$ cat config.mk
export PLATFORM = sky130hd
export DESIGN_NAME = des_key_scheduler
export DESIGN_NICKNAME = d
export VERILOG_FILES = /design/src/rtl/des_key_scheduler.sv
export SDC_FILE = /design/constraint.sdc
export NUM_CORES = 1
export LEC_CHECK = 0
export ABC_AREA = 1
export CAP_MARGIN = 10
export CORE_ASPECT_RATIO = 1.75
export CORE_MARGIN = 2
export CORE_UTILIZATION = 49
export DETAILED_ROUTE_END_ITERATION = 10
export PLACE_DENSITY = 0.79
export SLEW_MARGIN = 30
export SYNTH_ARGS = -nofsm -noshare
export SYNTH_HDL_FRONTEND = slang
export SYNTH_SLANG_ARGS = --single-unit
$ cat constraint.sdc
create_clock -name clk -period 1.8 [get_ports clk]
set_clock_uncertainty 0.15 [all_clocks]
set_input_delay 0.36 -clock clk [delete_from_list [all_inputs] [get_ports clk]]
set_output_delay 0.36 -clock clk [all_outputs]
set_load 0.1 [all_outputs]
$ cat src/rtl/des_key_scheduler.sv
// DES key schedule sequencer: PC-1 on load, 16 rounds of C/D rotation,
// PC-2 round key per round presented over a valid/ready handshake.
// Encrypt order K1..K16 (left rotations), decrypt order K16..K1 (right rotations).
// DES bit 1 is the MSB of every vector (key_in[63], cd_q[55], round_key[47]).
module des_key_scheduler #(
    parameter int USE_PC1 = 1
) (
    input  logic        clk,
    input  logic        rst_n,
    input  logic        start,
    input  logic        mode,
    input  logic [63:0] key_in,
    input  logic        abort,
    output logic        busy,
    output logic        rk_valid,
    input  logic        rk_ready,
    output logic [47:0] round_key,
    output logic [3:0]  round_num,
    output logic        done
);

    typedef enum logic [0:0] {IDLE, RUN} state_t;

    localparam int unsigned PC1_TBL [56] = '{
        57, 49, 41, 33, 25, 17,  9,
         1, 58, 50, 42, 34, 26, 18,
        10,  2, 59, 51, 43, 35, 27,
        19, 11,  3, 60, 52, 44, 36,
        63, 55, 47, 39, 31, 23, 15,
         7, 62, 54, 46, 38, 30, 22,
        14,  6, 61, 53, 45, 37, 29,
        21, 13,  5, 28, 20, 12,  4
    };

    localparam int unsigned PC2_TBL [48] = '{
        14, 17, 11, 24,  1,  5,
         3, 28, 15,  6, 21, 10,
        23, 19, 12,  4, 26,  8,
        16,  7, 27, 20, 13,  2,
        41, 52, 31, 37, 47, 55,
        30, 40, 51, 45, 33, 48,
        44, 49, 39, 56, 34, 53,
        46, 42, 50, 36, 29, 32
    };

    state_t      state_q;
    logic        mode_q;
    logic [55:0] cd_q;
    logic [55:0] c0d0;
    logic        unused_key_bits;

    function automatic logic [55:0] pc1(input logic [63:0] k);
        logic [55:0] r;
        r = '0;
        for (int unsigned i = 0; i < 56; i++) begin
            r[55 - i] = k[64 - PC1_TBL[i]];
        end
        return r;
    endfunction

    // Shift amount of round r (1..16): returns 1 when the round rotates by two.
    function automatic logic shift_two(input logic [4:0] r);
        return !(r == 5'd1 || r == 5'd2 || r == 5'd9 || r == 5'd16);
    endfunction

    function automatic logic [27:0] rotl28(input logic [27:0] x, input logic two);
        return two ? {x[25:0], x[27:26]} : {x[26:0], x[27]};
    endfunction

    function automatic logic [27:0] rotr28(input logic [27:0] x, input logic two);
        return two ? {x[1:0], x[27:2]} : {x[0], x[27:1]};
    endfunction

    // C and D rotate independently
    function automatic logic [55:0] rotl56(input logic [55:0] x, input logic two);
        return {rotl28(x[55:28], two), rotl28(x[27:0], two)};
    endfunction

    function automatic logic [55:0] rotr56(input logic [55:0] x, input logic two);
        return {rotr28(x[55:28], two), rotr28(x[27:0], two)};
    endfunction

    // Parity bits (and the whole low byte when PC-1 is bypassed) carry no key material.
    assign unused_key_bits = ^key_in;

    assign c0d0 = (USE_PC1 != 0) ? pc1(key_in) : key_in[63:8];

    // Round key is PC-2 of the C/D register, purely from registered state
    always_comb begin
        round_key = '0;
        for (int unsigned i = 0; i < 48; i++) begin
            round_key[47 - i] = cd_q[56 - PC2_TBL[i]];
        end
    end

    // Schedule FSM: load on start, step C/D on each accepted key, abort returns to IDLE
    always_ff @(posedge clk or negedge rst_n) begin
        if (!rst_n) begin
            state_q   <= IDLE;
            mode_q    <= 1'b0;
            cd_q      <= '0;
            round_num <= '0;
            busy      <= 1'b0;
            rk_valid  <= 1'b0;
            done      <= 1'b0;
        end else begin
            done <= 1'b0;
            if (abort) begin
                state_q   <= IDLE;
                round_num <= '0;
                busy      <= 1'b0;
                rk_valid  <= 1'b0;
            end else begin
                case (state_q)
                    IDLE: begin
                        if (start) begin
                            mode_q    <= mode;
                            // Decrypt starts from C16D16, which equals C0D0 (28 total shifts)
                            cd_q      <= mode ? c0d0 : rotl56(c0d0, 1'b0);
                            round_num <= '0;
                            state_q   <= RUN;
                            busy      <= 1'b1;
                            rk_valid  <= 1'b1;
                        end
                    end
                    RUN: begin
                        if (rk_ready) begin
                            if (round_num == 4'd15) begin
                                state_q   <= IDLE;
                                round_num <= '0;
                                busy      <= 1'b0;
                                rk_valid  <= 1'b0;
                                done      <= 1'b1;
                            end else begin
                                round_num <= round_num + 4'd1;
                                cd_q      <= mode_q
                                    ? rotr56(cd_q, shift_two(5'd16 - {1'b0, round_num}))
                                    : rotl56(cd_q, shift_two({1'b0, round_num} + 5'd2));
                            end
                        end
                    end
                    default: state_q <= IDLE;
                endcase
            end
        end
    end

endmodule

==> reports/results.txt, run 1 <==
Root Buffer - clkbuf_16
Fin util - 76.4%
Final ANT Viol Nets - 0
Fmax - 411 MHz
Top cell by count, worst path - nand2_1
WS Path Type - flop to flop
Die footprint - 15,000 um^2
1st-pass router iterations - 7
Multi-input logic area - 4610 um^2
Worst R2R End - cd_q[52]$_DFFE_PN0P_
R2R depth - 13
Row count - 57
# DRC - 0
Met3 Use GR - 3.80%
Met1 Usage GRT - 32.6%
Crit path cell chain - inv_6, ha_4, nand3_1, nand3b_1, buf_6, nand3_4, buf_12, clkbuf_16, nand2_1, nand3_1, nand2_1, nand2_1, nand2_1
# fillers - 893
Grt total ovfl - 0
# setup viols final - 57
Pleak - 5.04 nW
Placeable Area - 13,800 um^2
Clk slew on worst S/H paths - 0.06 ns
Worst stage delay on the critical path - 0.56 ns
Hold path startpoint - cd_q[21]$_DFFE_PN0P_
Period utilization - 135%
CTS tree - yes
DR vias/cell - 6.43
# IOs - 125
Crit path required time - 1.94 ns
TritonCTS Sinks - 64
Hold WC Path Type - flop to flop
Layout cells sized above 1 - 26.0%
CP Max Fanout - 7
Synthesized Nets - 1,252
Distinct cells, synth - 23
Area grow syn2layout - 53.4%
Port-buffer cells - 116
Slowest CP cell - dfrtp_4
Hold Path End - cd_q[21]$_DFFE_PN0P_
Die X - 93.4 um
FF+latch area - 1620 um^2
CTS Buffer Depth - 2
Synth warnings - 0
Largest net degree at the start of global routing - 65
Failing checks - setup timing
Initial antenna violation count - 0
Worst slew margin - 64.4%
# H-tree levels - 3
Crit path DAT - 2.57 ns
DR iter-0 viols - 1,363
PD cells - 1830 nW/um^2
Die height - 161 um
Slew Limit Fails - 0
Total Routed Length - 30.4 mm
Sequential-to-total area share from yosys stat - 23.4%
Synthesized area - 6860 um^2
Total Power - 19.3 mW
Peak VDD IR - 1.10 mV
CTS buffer count - 9
Vias - 9,359
WL/cell - 20.9 um
Synth Instances - 1,175
Max cap viols - 0
Avg Inst Size Synth - 5.84 um^2
Worst reg2reg setup slack - -0.63 ns
WHS - 0.369 ns
CP endpoint kind - flop
RePlAce Congestion - 0.892
Initial Util - 49.8%
Grt met2 use - 54.8%
Status - complete, but fails checks
Final Hold Viols - 0
Least-Margin Pin Slew - 0.534 ns
Gr busiest metal - met2
Post-route setup slack - -0.631 ns
Min Clock Period, post-route - 2.43 ns
Flops & latches, synth - 64
Startpoint Class - flop
Vias in the first global route - 7,908
Overall routing resource usage - 29.7%
Latest clock arrival within the worst-skew pair - 0.35 ns
Crit Reg-Reg Startpoint - round_num[1]$_DFFE_PN0P_
Antenna Cells - 0
Hold Path Stages - 2
Unrepaired setup endpoints after global routing - yes
DPL Wire Length - 14.2 mm
First-pass GRT wire length - 36.4 mm
Final net count - 1,353
[sequential cells by signal, summed over array words and instances (netlist names)]
| register | count |
|---|---|
| cd_q | 56 |
| done | 1 |
| mode_q | 1 |
| rk_valid | 1 |
| round_num | 4 |
| state_q | 1 |
[cells by family (layout without fill, tap and decap cells)]
family	after synthesis	in the layout	synth area share [%]
buf+inv	217	319	16.7
compound gates	180	180	15.4
simple gates	707	709	43.3
flops	64	64	23.4
fa+ha+maj	7	7	1.28
[cell usage in the layout (no fill, tap or decap), types with 2 or more instances in the layout]
master and count:
nor3_1 4, a21oi_2 49, inv_4 2, buf_6 14, ha_4 6, nand2_8 5
dfrtp_4 4, nand2_2 36, dfrtp_2 3, dfrtp_1 57, a21oi_1 124, nor2_4 3
buf_2 2, clkbuf_1 2, buf_16 5, nand3_1 93, buf_8 4, nor2_1 115
buf_4 42, o21ai_0 4, inv_1 64, nand2_4 7, buf_12 83, clkbuf_8 2
inv_6 2, nand4_1 57, nand3_2 24, nand3_4 2, inv_2 4, nand2_1 361
clkdlybuf4s50_1 59, a31oi_1 2, clkbuf_16 32
[layout make-up]
class                      count  share of cell area, %
tap                          177                   2.11
clock inverter                 1                 0.0476
inverter                      72                   2.71
clock buffer                  13                   2.47
sequential                    64                   15.4
multi-input combinational    896                   43.8
timing repair buffer         233                   33.4
[routing by layer]
layer / part of all wire [%] / vias up
met5: 0 / -
met4: 9.3 / 0
met3: 12 / 334
met2: 48 / 859
met1: 31 / 4188
li1: - / 3978
[worst max-delay path by stage]
stage / from / end / slack [ns] / cells past startpoint
finish: round_num[1]$_DFFE_PN0P_ / cd_q[52]$_DFFE_PN0P_ / -0.63 / 13
global placement: round_num[1]$_DFFE_PN0P_ / cd_q[47]$_DFFE_PN0P_ / -0.23 / 14
CTS: round_num[1]$_DFFE_PN0P_ / cd_q[45]$_DFFE_PN0P_ / -0.27 / 14
global route: round_num[1]$_DFFE_PN0P_ / cd_q[52]$_DFFE_PN0P_ / -0.69 / 14
floorplan: round_num[1]$_DFFE_PN0P_ / cd_q[19]$_DFFE_PN0P_ / -0.24 / 10
detailed placement: round_num[1]$_DFFE_PN0P_ / cd_q[19]$_DFFE_PN0P_ / -0.28 / 13
[where the power goes]
group          switching (mW)  internal (mW)  total [mW]
clock                   0.689          0.992        1.68
sequential              0.688           1.79        2.48
combinational            8.86           6.27        15.1
[cells in the mapped netlist]
master | n | area (um^2)
a21oi_2 | 40 | 350
nand3b_1 | 1 | 7.51
nor3_2 | 1 | 10.0
buf_2 | 28 | 140
nand4_1 | 57 | 357
buf_4 | 58 | 435
nand2_1 | 406 | 1520
ha_1 | 7 | 87.6
o21ai_0 | 5 | 25.0
inv_2 | 2 | 7.51
dfrtp_1 | 64 | 1600
buf_6 | 10 | 113
buf_1 | 7 | 26.3
a31oi_1 | 2 | 12.5
inv_1 | 70 | 263
nor3_1 | 4 | 20.0
nand3_2 | 1 | 10.0
clkbuf_1 | 42 | 158
a21oi_1 | 133 | 666
nand2_2 | 1 | 6.26
nor2_1 | 116 | 435
nand3_1 | 118 | 591
nor2_2 | 2 | 12.5
[through the flow]
step	cells	setup TNS, ns	setup WS (ns)	instance area, um^2
5_1_grt	1456	-26.37	-0.692	10500
2_1_floorplan	1175	-13.14	-0.244	7070
3_3_place_gp	1389	-11.16	-0.233	8850
6_report	1456	-22.21	-0.631	10500
3_5_place_dp	1389	-13.93	-0.277	8850
4_1_cts	1411	-13.57	-0.269	9320
[what timing repair did]
item / CTS / global route
hold endpoints to repair: 64 / 0
hold buffers: 1 / 0
resized for setup: 22 / 99
gates cloned: 3 / 31
setup endpoints to repair: 56 / 59
buffers inserted: 4 / 15
pin swaps: 6 / 64
[worst max-delay path: cells and delay by family, from the launching register on]
kind	cells	cell delay [ns]
fa+ha+maj	1	0.15
buf+inv	4	0.60
flops	1	0.56
simple gates	8	0.89
Note: power is estimated with default switching activity, not from simulation.
==> inputs of run 2 (changes only) <==
--- a/config.mk
+++ b/config.mk
@@ -8,10 +8,11 @@
 export ABC_AREA = 1
 export CAP_MARGIN = 10
 export CORE_ASPECT_RATIO = 1.75
-export CORE_MARGIN = 2
 export CORE_UTILIZATION = 49
 export DETAILED_ROUTE_END_ITERATION = 10
 export PLACE_DENSITY = 0.79
+export RECOVER_POWER = 25
+export SETUP_SLACK_MARGIN = 0.02
 export SLEW_MARGIN = 30
 export SYNTH_ARGS = -nofsm -noshare
 export SYNTH_HDL_FRONTEND = slang
==> run 2 against run 1 <==
Against the previous run:
- the run still ends with setup timing left
- count of clock-buffer cells in the layout is 1 lower
- routed wire length is 14% lower
- setup slack better by 0.20 ns
- first-iteration DRC count is 36% lower
- sequential share of layout area is 0.66 points higher
- via count is 6.1% lower
- maximum frequency is 8.9% higher
- hold slack better by 0.015 ns
- design area is 4.1% lower
- clock power hardly changed
- critical path type unchanged
- largest cell class unchanged
==> reports/results.txt, run 2 (synthesis gave the netlist of run 1 again) <==
1st-pass router iterations - 6
DPL Wire Length - 14.1 mm
Finished Cell Area - 10,100 um^2
Die height - 159 um
First-pass GRT wire length - 38.5 mm
CTS buffer count - 9
Area grow syn2layout - 47.1%
Failing checks - setup timing
CTS Buffer Depth - 2
Period utilization - 124%
Total Routed Length - 26.3 mm
Total Power - 17.8 mW
Worst slew margin - 36.8%
Hold Path Stages - 2
Top flop regs - cd_q (56), round_num (4)
Hold Path End - cd_q[2]$_DFFE_PN0P_
Worst R2R End - cd_q[0]$_DFFE_PN0P_
DR iter-0 viols - 871
R2R depth - 14
# IOs - 125
Placeable Area - 13,500 um^2
Antenna Cells - 0
Unrepaired setup endpoints after global routing - yes
Port-buffer cells - 116
Row count - 56
Layout cells sized above 1 - 23.6%
Worst reg2reg setup slack - -0.43 ns
TritonCTS Sinks - 64
Pleak - 4.89 nW
# DRC - 0
Post-route setup slack - -0.433 ns
Buf+Inv Stages, Crit Path - 3
Peak VDD IR - 1.26 mV
Hold WC Path Type - flop to flop
Die X - 91.4 um
Final Hold Viols - 0
DR vias/cell - 6.13
Final ANT Viol Nets - 0
RePlAce Congestion - 0.861
Max cap viols - 0
Root Buffer - clkbuf_16
Max FFs per register - 56
Grt total ovfl - 0
Crit path required time - 1.93 ns
Final net count - 1,332
Vias in the first global route - 8,227
Largest net degree at the start of global routing - 59
CP delay by family, top - simple AND/OR/NAND/NOR gates
Slowest CP cell - dfrtp_4
Largest reg by FF count - cd_q
Startpoint Class - flop
Slew Limit Fails - 0
Clk slew on worst S/H paths - 0.06 ns
Die footprint - 14,500 um^2
CP endpoint kind - flop
Latest clock arrival within the worst-skew pair - 0.35 ns
WS Path Type - flop to flop
# fillers - 963
Overall routing resource usage - 33.1%
Crit path DAT - 2.36 ns
Min Clock Period, post-route - 2.23 ns
Crit path cell chain - inv_6, ha_4, nand3_2, nand2_1, nand2_2, nand2_4, nand3_4, buf_6, buf_12, nand2_1, nand3_1, nand2_1, nand2_1, nand2_1
CP Max Fanout - 6
Top cell by count, worst path - nand2_1
Vias - 8,790
Commonest cells after routing, fill and taps aside - 394 x nand2_1, 119 x a21oi_1, 114 x nor2_1
Most common cell after layout, fill and taps aside - nand2_1
PD cells - 1760 nW/um^2
Crit Reg-Reg Startpoint - round_num[1]$_DFFE_PN0P_
# H-tree levels - 3
Initial antenna violation count - 0
Worst stage delay on the critical path - 0.54 ns
WL/cell - 18.4 um
Hold path startpoint - cd_q[2]$_DFFE_PN0P_
Initial Util - 50.7%
Cell area after placement - 8790 um^2
Least-Margin Pin Slew - 0.948 ns
# setup viols final - 57
Fmax - 448 MHz
CTS tree - yes
Status - complete, but fails checks
[run 2: cell count changes in the layout (fill, tap and decap cells not counted), moves of 5 or more]
cell,delta
nand2_1,+33
clkbuf_16,-18
a21oi_1,-5
nand3_1,-12
buf_4,-7
nand3_2,+12
nand2_2,-27
[run 2: worst register-to-register path, stage by stage, from the launching register on]
cell and delay (ns):
dfrtp_4 0.54, inv_6 0.11, ha_4 0.15, nand3_2 0.07, nand2_1 0.07, nand2_2 0.08
nand2_4 0.12, nand3_4 0.14, buf_6 0.16, buf_12 0.13, nand2_1 0.09, nand3_1 0.10
nand2_1 0.11, nand2_1 0.08, nand2_1 0.07
[run 2: final cells by class]
type	instances	area [um^2]	area share [%]
clock buffer	12	246	2.44
clock inverter	4	20.0	0.198
inverter	72	285	2.83
multi-input combinational	894	4530	44.9
sequential	64	1620	16.1
tap	174	218	2.16
timing repair buffer	214	3170	31.4
[run 2: metal layers]
metal / global-route usage, % / share of wire, %
met3: 4.20 / 9.8
met2: 60.4 / 50
met1: 35.9 / 33
met5: 0 / 0
met4: 20.7 / 7.3
[run 2: worst max-delay path by stage]
stage                            to                     start  slack (ns)  cells past startpoint
5_1_grt         cd_q[2]$_DFFE_PN0P_  round_num[1]$_DFFE_PN0P_       -0.55                     14
6_report        cd_q[0]$_DFFE_PN0P_  round_num[1]$_DFFE_PN0P_       -0.43                     14
3_3_place_gp   cd_q[12]$_DFFE_PN0P_  round_num[1]$_DFFE_PN0P_       -0.28                     12
3_5_place_dp   cd_q[51]$_DFFE_PN0P_  round_num[1]$_DFFE_PN0P_       -0.31                     12
4_1_cts        cd_q[51]$_DFFE_PN0P_  round_num[1]$_DFFE_PN0P_       -0.29                     12
2_1_floorplan  cd_q[19]$_DFFE_PN0P_  round_num[1]$_DFFE_PN0P_       -0.24                     10
[run 2: repair_timing]
item / CTS / global route
endpoints found under the hold margin: 64 / 0
hold buffers: 1 / 0
cloned: 9 / 9
endpoints found under the setup margin: 57 / 59
gates resized for setup: 67 / 45
pin swaps: 26 / 44
buffers inserted: 14 / 6
[run 2: per-stage QoR]
stage / setup slack, ns / setup TNS, ns / cells / util, % / hold WS (ns)
final: -0.433 / -18.46 / 1434 / 74.6 / 0.384
after floorplan: -0.244 / -13.14 / 1175 / - / -0.0856
after detailed placement: -0.307 / -14.52 / 1383 / 65.0 / 0.230
after global placement: -0.280 / -13.23 / 1383 / 65.0 / 0.223
after CTS: -0.290 / -13.42 / 1422 / 71.9 / 0.367
after global routing: -0.548 / -23.48 / 1434 / 74.6 / 0.433
[run 2: where the power goes]
group,switching [mW],internal [mW]
registers,0.683,1.79
clock network,0.700,0.962
logic,8.03,5.60
total,9.41,8.36
==> inputs of run 3 (changes only) <==
--- a/config.mk
+++ b/config.mk
@@ -6,6 +6,7 @@
 export NUM_CORES = 1
 export LEC_CHECK = 0
 export ABC_AREA = 1
+export ABC_CLOCK_PERIOD_IN_PS = 1800
 export CAP_MARGIN = 10
 export CORE_ASPECT_RATIO = 1.75
 export CORE_UTILIZATION = 49
==> results of run 3 <==
No change in the layout: final DEF, timing and power equal those of run 2.
